**src/rtl/bin_to_bcd.sv**
```systemverilog
// bin_to_bcd: sequential double-dabble converter, one shift-and-add-3
// iteration per clock, with a start/ready/done handshake.
module bin_to_bcd #(
   parameter int BIN_W  = 16,
   parameter int DIGITS = 5
) (
   input  logic                  clk,
   input  logic                  rst_n,
   input  logic                  start,
   input  logic [BIN_W-1:0]      bin_in,
   output logic                  ready,
   output logic                  done,
   output logic [4*DIGITS-1:0]   bcd_out
);

   localparam int BCD_W = 4 * DIGITS;
   localparam int CNT_W = $clog2(BIN_W + 1);

   typedef enum logic [1:0] {IDLE, SHIFT, DONE} state_t;

   state_t             state;
   state_t             state_nxt;
   logic [BCD_W-1:0]   bcd_work;
   logic [BCD_W-1:0]   bcd_adj;
   logic [BCD_W-1:0]   bcd_shift;
   logic [BIN_W-1:0]   bin_work;
   logic [CNT_W-1:0]   cnt;
   logic               last;

   // Add 3 to every nibble that is 5 or more; 4-bit wrap, no carry between digits.
   function automatic logic [BCD_W-1:0] add3(input logic [BCD_W-1:0] v);
      logic [BCD_W-1:0] r;
      r = v;
      for (int i = 0; i < DIGITS; i++) begin
         if (v[4*i +: 4] >= 4'd5)
            r[4*i +: 4] = v[4*i +: 4] + 4'd3;
      end
      return r;
   endfunction

   assign bcd_adj   = add3(bcd_work);
   // Top bit of the binary word shifts into the units digit.
   assign bcd_shift = {bcd_adj[BCD_W-2:0], bin_work[BIN_W-1]};
   // The iteration in progress is the final one (counter still holds BIN_W-1).
   assign last      = (cnt == CNT_W'(BIN_W - 1));

   // Next-state decode for the IDLE -> SHIFT -> DONE sequence.
   always_comb begin
      state_nxt = state;
      case (state)
         IDLE:    if (start) state_nxt = SHIFT;
         SHIFT:   if (last)  state_nxt = DONE;
         DONE:    state_nxt = IDLE;
         default: state_nxt = IDLE;
      endcase
   end

   // State register; ready/done are registered from the next state so they carry no input path.
   always_ff @(posedge clk or negedge rst_n) begin
      if (!rst_n) begin
         state <= IDLE;
         ready <= 1'b1;
         done  <= 1'b0;
      end else begin
         state <= state_nxt;
         ready <= (state_nxt == IDLE);
         done  <= (state_nxt == DONE);
      end
   end

   // Working registers: load on accept, iterate in SHIFT, publish on the final iteration.
   always_ff @(posedge clk or negedge rst_n) begin
      if (!rst_n) begin
         bcd_work <= '0;
         bin_work <= '0;
         cnt      <= '0;
         bcd_out  <= '0;
      end else begin
         case (state)
            IDLE: begin
               if (start) begin
                  bcd_work <= '0;
                  bin_work <= bin_in;
                  cnt      <= '0;
               end
            end
            SHIFT: begin
               bcd_work <= bcd_shift;
               bin_work <= bin_work << 1;
               cnt      <= cnt + CNT_W'(1);
               if (last)
                  bcd_out <= bcd_shift;
            end
            default: ;
         endcase
      end
   end

endmodule

```
**config.mk**
```make
export PLATFORM = sky130hd
export DESIGN_NAME = bin_to_bcd
export DESIGN_NICKNAME = d
export VERILOG_FILES = /design/src/rtl/bin_to_bcd.sv
export SDC_FILE = /design/constraint.sdc
export NUM_CORES = 1
export LEC_CHECK = 0
export CAP_MARGIN = 20
export CORE_MARGIN = 3
export CORE_UTILIZATION = 59
export DETAILED_ROUTE_END_ITERATION = 10
export PLACE_DENSITY = 0.84
export SLEW_MARGIN = 40
export SYNTH_ARGS = -nofsm -noshare
export SYNTH_HDL_FRONTEND = slang
export SYNTH_SLANG_ARGS = --single-unit
export TNS_END_PERCENT = 1
```
**constraint.sdc**
```tcl
create_clock -name clk -period 4.4 [get_ports clk]
set_input_delay 1.1 -clock clk [delete_from_list [all_inputs] [get_ports clk]]
set_output_delay 1.1 -clock clk [all_outputs]
set_load 0.03 [all_outputs]
```
Yosys cells after proc, flatten, opt, wreduce, memory -nomap -nowiden
Cells that the tools add are included.
Word-level totals
  bits in registers: 65
  input bits: 19
Cells by class
  $add $sub $neg: 6
  $lt $le $gt $ge: 5
  equality and inequality tests: 4
  muxes and demuxes: 14
  reductions and logical operators: 5
Operators by type and width (count)
  $pmux W20 S2: 1
  $pmux W16 S2: 1
  $ge A4 B3 Y1 const B: 5
  $mux W20: 1
  $add A4 B2 Y4 const B: 4
  $mux W16: 1
  $mux W4: 4
  $pmux W5 S2: 1
  $add A5 B1 Y5 const B: 1
  $eq A5 B4 Y1 const B: 1
  $mux W5: 1
  $logic_not A2 Y1: 2
  $mux W2: 2
  $pmux W2 S2: 1
  $reduce_and A2 Y1: 2
  $add A3 B2 Y3 const B: 1
  $mux W3: 1
  $eq A2 B1 Y1 const B: 1
  $eq A2 B2 Y1 const B: 1
  $ne A2 B2 Y1 const B: 1
  $reduce_bool A2 Y1: 1

Depth between registers and ports, before layout
Gate-level depths: netlist (run 1).
  depth after elaboration: 4
  depth in mapped cells: 7
  depth with buffers taken out: 6

Worst setup path before layout (run 1)
No wires, ideal clock.
  path kind: input to register
  start point: input port start
  end point: register bin_work[12]
  arrival time: 1.838 ns
  required time: 4.266 ns
  path slack: 2.428 ns
  cell stages on the path: 5
  path buffers: 2
  cells stage by stage: buf_4 clkbuf_1 and2b_1 a21oi_1 o21ai_0
Between the ends
  cells in the longest elaborated chain, start to end: 2
RTL lines
  start, declared: line 9  | input logic start,
  $ne A2 B2 Y1 (no line)
  $reduce_and A2 Y1 (no line)
  end signal, assigned: line 83  | bin_work <= bin_in;
  end signal, assigned: line 89  | bin_work <= bin_work << 1;
  end, declared: line 26  | logic [BIN_W-1:0] bin_work;
No other way between the ends.
A chain may end at the register's enable or synchronous reset.

Worst setup path after layout (run 1)
  start point: register ready
  end point: output port ready
RTL lines
  start, declared: line 11  | output logic ready,
  start signal, assigned: line 66  | ready <= (state_nxt == IDLE);
No word-level cell between the ends.

==> impl_results.md, run 1 <==
- Vias in the first global route: about 2300
- Final setup violating endpoints: 0
- Setup TNS: 0 ps
- Final min period: approximately 2600 ps
- HP Class: reg2reg
- Synth area leaders: dfrtp_1 49%, o21ai_0 5.5%, ha_1 4.6%, mux2_4 4.2%, a21oi_1 4.0%
- Clock slew at reported path FFs: ~60 ps
- Worst-Margin Slew: slightly above 700 ps
- Wire per inst: 15.0 microns
- ANT nets after route: 0
- Number of I/O pins: 41
- CP max stage cell: clkdlybuf4s50_1
- Post-synth EDFFs: 0
- P&R area growth vs syn: 17.9%
- Clock Skew: roughly 5.3 ps
- Max VDD drop: approximately 0.00037 V
- Xor and xnor fraction of the mapped netlist area: around 1.3%
- Layout cells sized above 1: between 10% and 20%
- Mux cell area share after synthesis: ~5.7%
- Crit Path Max Fanout: 1
- Input/output buffers: 40
- RSZ-0062 raised after global routing: no
- CP required: between 3000 and 4000 ps
- CTS Hold Buffers Added: 0
- Top-area cell type share of the netlist area: roughly half
- Maxcap violations: 0
- Cell area after synthesis: between 3000 and 4000 sq um
- CORE AREA: approximately 5200 sq um
- Die X-Extent: ~80 microns
- Outcome: finished, final reports clean
- Post-DP HPWL: between 3000 and 4000 microns
- # nets final: about 370
- Clock sinks: 65
- First-pass GRT wire length: 11000 microns
- Largest family of logic cells by synthesized area: compound AO/OA/AOI/OAI gates
- Synth async-reset ratio: 100%
- GRT Util Overall: between 20% and 30%
- Synth warn: 0
- Largest net degree at the start of global routing: 38
- Pre-antenna DRT Iters: 4
- Critical path type: reg2out
- Compound-cell area share of the yosys netlist: between 10% and 20%
- Final Hold Vio Count: 0
- Clock buffer depth: 2
- Adder-cell share of the synthesized area: 4.62%
- Die Y: around 80 microns
- Ant diodes: 0
- Crit share post-route: about three fifths
- Simple-gate share of the synthesized area: about an eighth
- Finished Layout Cells: about 420
- Critical path launch point type: register
- Number of cell rows: 26
- Clk root buf: clkbuf_8
- Post-synthesis sequential area ratio: approximately half
- Inserted Clock Buffers: 9
- Initial DRC count: ~170
- CP max stage delay: around 660 ps
- CTS H-tree lvls: 3
- Vias post-DR: ~2400
- Netlist cell types: 32
- Static Leak: 1.72 nW
- Gr ovfl total: 0
- Crit end category: output port
- CP cell instances: clkdlybuf4s50_1
- Die area: between 6000 and 7000 sq um
- Drt drc: 0
- Placed Cells: 401
- Routed vias/inst: between 5 and 6
- Initial antenna violation count: 0
- Crit path DAT: around 1500 ps
- Mapped Cells: between 300 and 400
- Post-CTS Setup Inserts: 0
- Total Wirelength: 6270 microns
- Mapped Avg Cell Area: around 11 sq um
- Synth area leader: dfrtp_1
- CP delay by family, top: buffers and inverters
- CP Buf/Inv Count: 1
- Synth Register Bits: between 60 and 70
- Fmax: about 380 MHz
- PwrDens: roughly 750 nW/um^2
- Slew Limit Fails: 0
- Clock latency on the worst-skew pair: about 340 ps
- Post-CTS sizing: 0
- Final Wtd Congestion: between 0.7 and 0.8
- Syn_nets: between 300 and 400
- CTS tree: built
- Slew headroom: between 50% and 60%
- Initial core utilization: a little over three fifths
- Most used DFF post-synth: dfrtp_1
[cell usage in the layout (no fill, tap or decap), types with 2 or more instances in the layout]
cell and count:
clkinv_2 2, mux2_4 9, buf_4 4, dfrtp_1 64, ha_1 12, inv_1 12, nand2b_1 5, a21oi_1 26
o21ai_1 10, nor3b_1 9, a21oi_2 5, nand3_1 6, xnor2_1 5, nor3_1 6, clkbuf_8 11, nand2_1 26
and2b_1 5, clkdlybuf4s50_1 39, a22o_1 11, mux2i_1 4, nor2b_1 13, clkbuf_1 2, o21ai_0 36, a22oi_1 15
[logic make-up (layout without fill, tap and decap cells)]
logic type | Yosys count | after routing
AO/OA/AOI/OAI | 105 | 105
AND/OR/NAND/NOR | 74 | 74
flip-flops | 65 | 65
buffers and inverters | 30 | 72
multiplexers | 14 | 14
adder cells (fa/ha/maj) | 12 | 12
XOR/XNOR | 5 | 5
[state kept, by name, summed over array words and instances (netlist names)]
signal / cells
bcd_out: 20
bcd_work: 20
bin_work: 16
cnt: 5
state: 2
done: 1
ready: 1
[worst paths after layout]
check	startpoint	to	slack [ps]	depth (start not counted)
worst max-delay path	ready	ready	1790	1
worst min-delay path	bcd_out[19]	bcd_out[19]	480	2
worst max register to register	state[0]	bcd_out[6]	2510	4
worst min register to register	bcd_out[19]	bcd_out[19]	480	2
max in group asynchronous	rst_n	bcd_work[5]	2940	2
min in group asynchronous	rst_n	bcd_out[3]	720	1
[per-layer routing]
metal | GRT usage [%] | wire length [microns] | up-vias
met5 | 0 | 0 | -
met4 | 11.1 | 153 | 0
met3 | 5.83 | 260 | 16
met2 | 32.2 | 2800 | 53
met1 | 31.6 | 3060 | 1131
li1 | - | - | 1156
[power breakdown]
| group | total (mW) | switching, mW | internal, mW | leakage [nW] |
|---|---|---|---|---|
| logic | 1.29 | 0.689 | 0.600 | 0.776 |
| clock network | 0.509 | 0.218 | 0.291 | 0.103 |
| registers | 1.08 | 0.234 | 0.847 | 0.836 |
| total | 2.88 | 1.14 | 1.74 | 1.72 |
[layout make-up]
cell class	instances	area, sq um
Sequential cell	65	1630
Multi-Input combinational cell	210	1440
Fill cell	367	1380
Timing Repair Buffer	43	420
Clock buffer	13	159
Tap cell	70	87.6
Inverter	13	56.3
Clock inverter	3	40.0
[cell usage after synthesis, types with 3 or more instances]
cell type	n
o21ai_1	10
nand2_1	26
clkbuf_1	3
nor3b_1	9
and2b_1	5
a22oi_1	15
a21oi_1	26
xnor2_1	5
inv_1	12
buf_6	5
buf_4	5
dfrtp_1	64
ha_1	12
nand2b_1	5
o21ai_0	36
buf_2	4
nand3_1	6
a22o_1	11
nor2b_1	13
mux2i_1	4
mux2_4	9
nor3_1	6
a21oi_2	5
[metrics by stage]
step | hold WS [ps] | utilization, % | setup slack (ps) | instance area, sq um | power, mW
2_1_floorplan | 450 | - | 2430 | 3250 | 2.02
3_3_place_gp | 462 | 69.7 | 1560 | 3630 | 2.31
3_5_place_dp | 474 | 69.7 | 1530 | 3630 | 2.37
4_1_cts | 489 | 73.5 | 1770 | 3830 | 2.90
5_1_grt | 505 | 73.6 | 1660 | 3830 | 3.12
6_report | 483 | 73.6 | 1790 | 3830 | 2.88
No activity file was read; power rests on OpenSTA's default activity.
==> inputs of run 2 (changes only) <==
Settings changed: CORE_UTILIZATION 59 to 55, PLACE_DENSITY 0.84 to 0.79.
Clock period 4.4 ns to 2.6 ns, I/O delays scaled along.
==> run 2 against run 1 <==
Effect of this change:
- die area grew 6.7%
- cell count is 1.4% higher
- clock skew increased by 2.4 ps
- setup slack lost 1300 ps
- sequential power grew 65%
- critical path depth is the same
- highest routed layer unchanged
==> impl_results.md, run 2 (synthesis gave the netlist of run 1 again) <==
- Largest net degree at the start of global routing: between 50 and 60
- RSZ-0062 raised after global routing: no
- Pre-antenna DRT Iters: 4
- Static Leak: about 1.7 nW
- Clock buffer depth: 2
- Largest regs: bcd_out: 20 flops, bcd_work: 20 flops, bin_work: 16 flops
- CP max stage cell: clkdlybuf4s50_1
- Layout cells sized above 1: a little under an eighth
- GRT Util Overall: 19.7%
- Placement-stage cell area: approximately 3700 sq um
- HP Class: in2async
- Initial DRC count: between 90 and 100
- P&R area growth vs syn: 18.9%
- Post-DP HPWL: roughly 4200 microns
- # nets final: roughly 380
- Final setup violating endpoints: 0
- Clock sinks: 65
- Clock Skew: ~7.7 ps
- Ant diodes: 0
- Inserted Clock Buffers: 9
- Most common cell after layout, fill and taps aside: dfrtp_1
- Clk root buf: clkbuf_8
- Die area: around 6900 sq um
- Max VDD drop: between 0.0006 and 0.0007 V
- CP delay by family, top: buffers and inverters
- Outcome: finished, final reports clean
- Vias post-DR: ~2400
- Clock slew at reported path FFs: approximately 70 ps
- Finished Layout Cells: around 420
- Clock latency on the worst-skew pair: approximately 340 ps
- Crit share post-route: between 80% and 90%
- Commonest cells after routing, fill and taps aside: 64 x dfrtp_1, 39 x clkdlybuf4s50_1, 36 x o21ai_0
- CP cell instances: clkdlybuf4s50_1
- Crit end category: output port
- CP required: about 2000 ps
- Post-CTS sizing: 0
- Die X-Extent: roughly 83 microns
- Wire per inst: about 15 microns
- CORE AREA: 5610 sq um
- CTS tree: built
- Number of cell rows: 27
- FF/Latch Area: between 1500 and 2000 sq um
- Input/output buffers: 40
- Worst-Margin Slew: 654 ps
- Maxcap violations: 0
- Fmax: around 460 MHz
- Final min period: roughly 2200 ps
- Crit path DAT: roughly 1500 ps
- Vias in the first global route: about 2400
- Gr ovfl total: 0
- Power Total: 4.87 mW
- Slew Limit Fails: 0
- Final Instance Area: 3860 sq um
- First-pass GRT wire length: roughly 11000 microns
- PwrDens: between 1000 and 1500 nW/um^2
- Critical path type: reg2out
- Final cell utilization of the core: 68.9%
- Initial core utilization: 57.9%
- Total Wirelength: 6290 microns
- Area of the multi-input gates: 1440 sq um
- Fill cells: between 400 and 500
- Setup TNS: 0 ps
- CP Buf/Inv Count: 1
- Final Wtd Congestion: 0.825
- CTS Hold Buffers Added: 0
- Slew headroom: 56.3%
- Number of I/O pins: 41
- Crit Path Max Fanout: 1
- Placed Cells: just over 400
- CP max stage delay: 660 ps
- Die Y: between 80 and 90 microns
- CTS H-tree lvls: 3
- ANT nets after route: 0
- Post-CTS Setup Inserts: 0
- Critical path launch point type: register
- Final Hold Vio Count: 0
- Initial antenna violation count: 0
- Routed vias/inst: between 5 and 6
- Drt drc: 0
-- run 2: area by class of cell --
| cell class | instances | share of cell area (%) |
|---|---|---|
| clock buffer | 13 | 3.85 |
| sequential | 65 | 42.1 |
| multi-input combinational | 210 | 37.3 |
| tap | 72 | 2.33 |
| timing repair buffer | 47 | 11.9 |
| clock inverter | 3 | 1.04 |
| inverter | 13 | 1.46 |
-- run 2: where the power goes --
group	internal (mW)	switching, mW
Combinational	1.03	1.21
Sequential	1.43	0.347
Clock	0.467	0.373
-- run 2: routing by layer --
layer / routed length, microns / vias up / GRT usage, % / part of all wire [%]
li1: - / 1163 / - / -
met1: 2950 / 1147 / 25.9 / 47
met2: 3000 / 36 / 32.0 / 48
met3: 206 / 12 / 3.67 / 3.3
met4: 138 / 0 / 8.47 / 2.2
met5: 0 / - / 0 / 0
-- run 2: stage by stage --
stage | hold WS (ps) | setup slack [ps]
2_1_floorplan | 354 | 1010
3_3_place_gp | 461 | 570
3_5_place_dp | 473 | 501
4_1_cts | 225 | 429
5_1_grt | 235 | 401
6_report | 221 | 446
-- run 2: final timing paths --
path,start,to,slack (ps),cells after the start
worst max register to register,cnt[0],bcd_out[10],790,6
worst max-delay path,ready,ready,450,1
max in group asynchronous,rst_n,ready,1750,2
min in group clk,bcd_out[3],bcd_out[3],480,2
worst min-delay path,rst_n,bin_work[12],220,1
worst min register to register,bcd_out[3],bcd_out[3],480,2
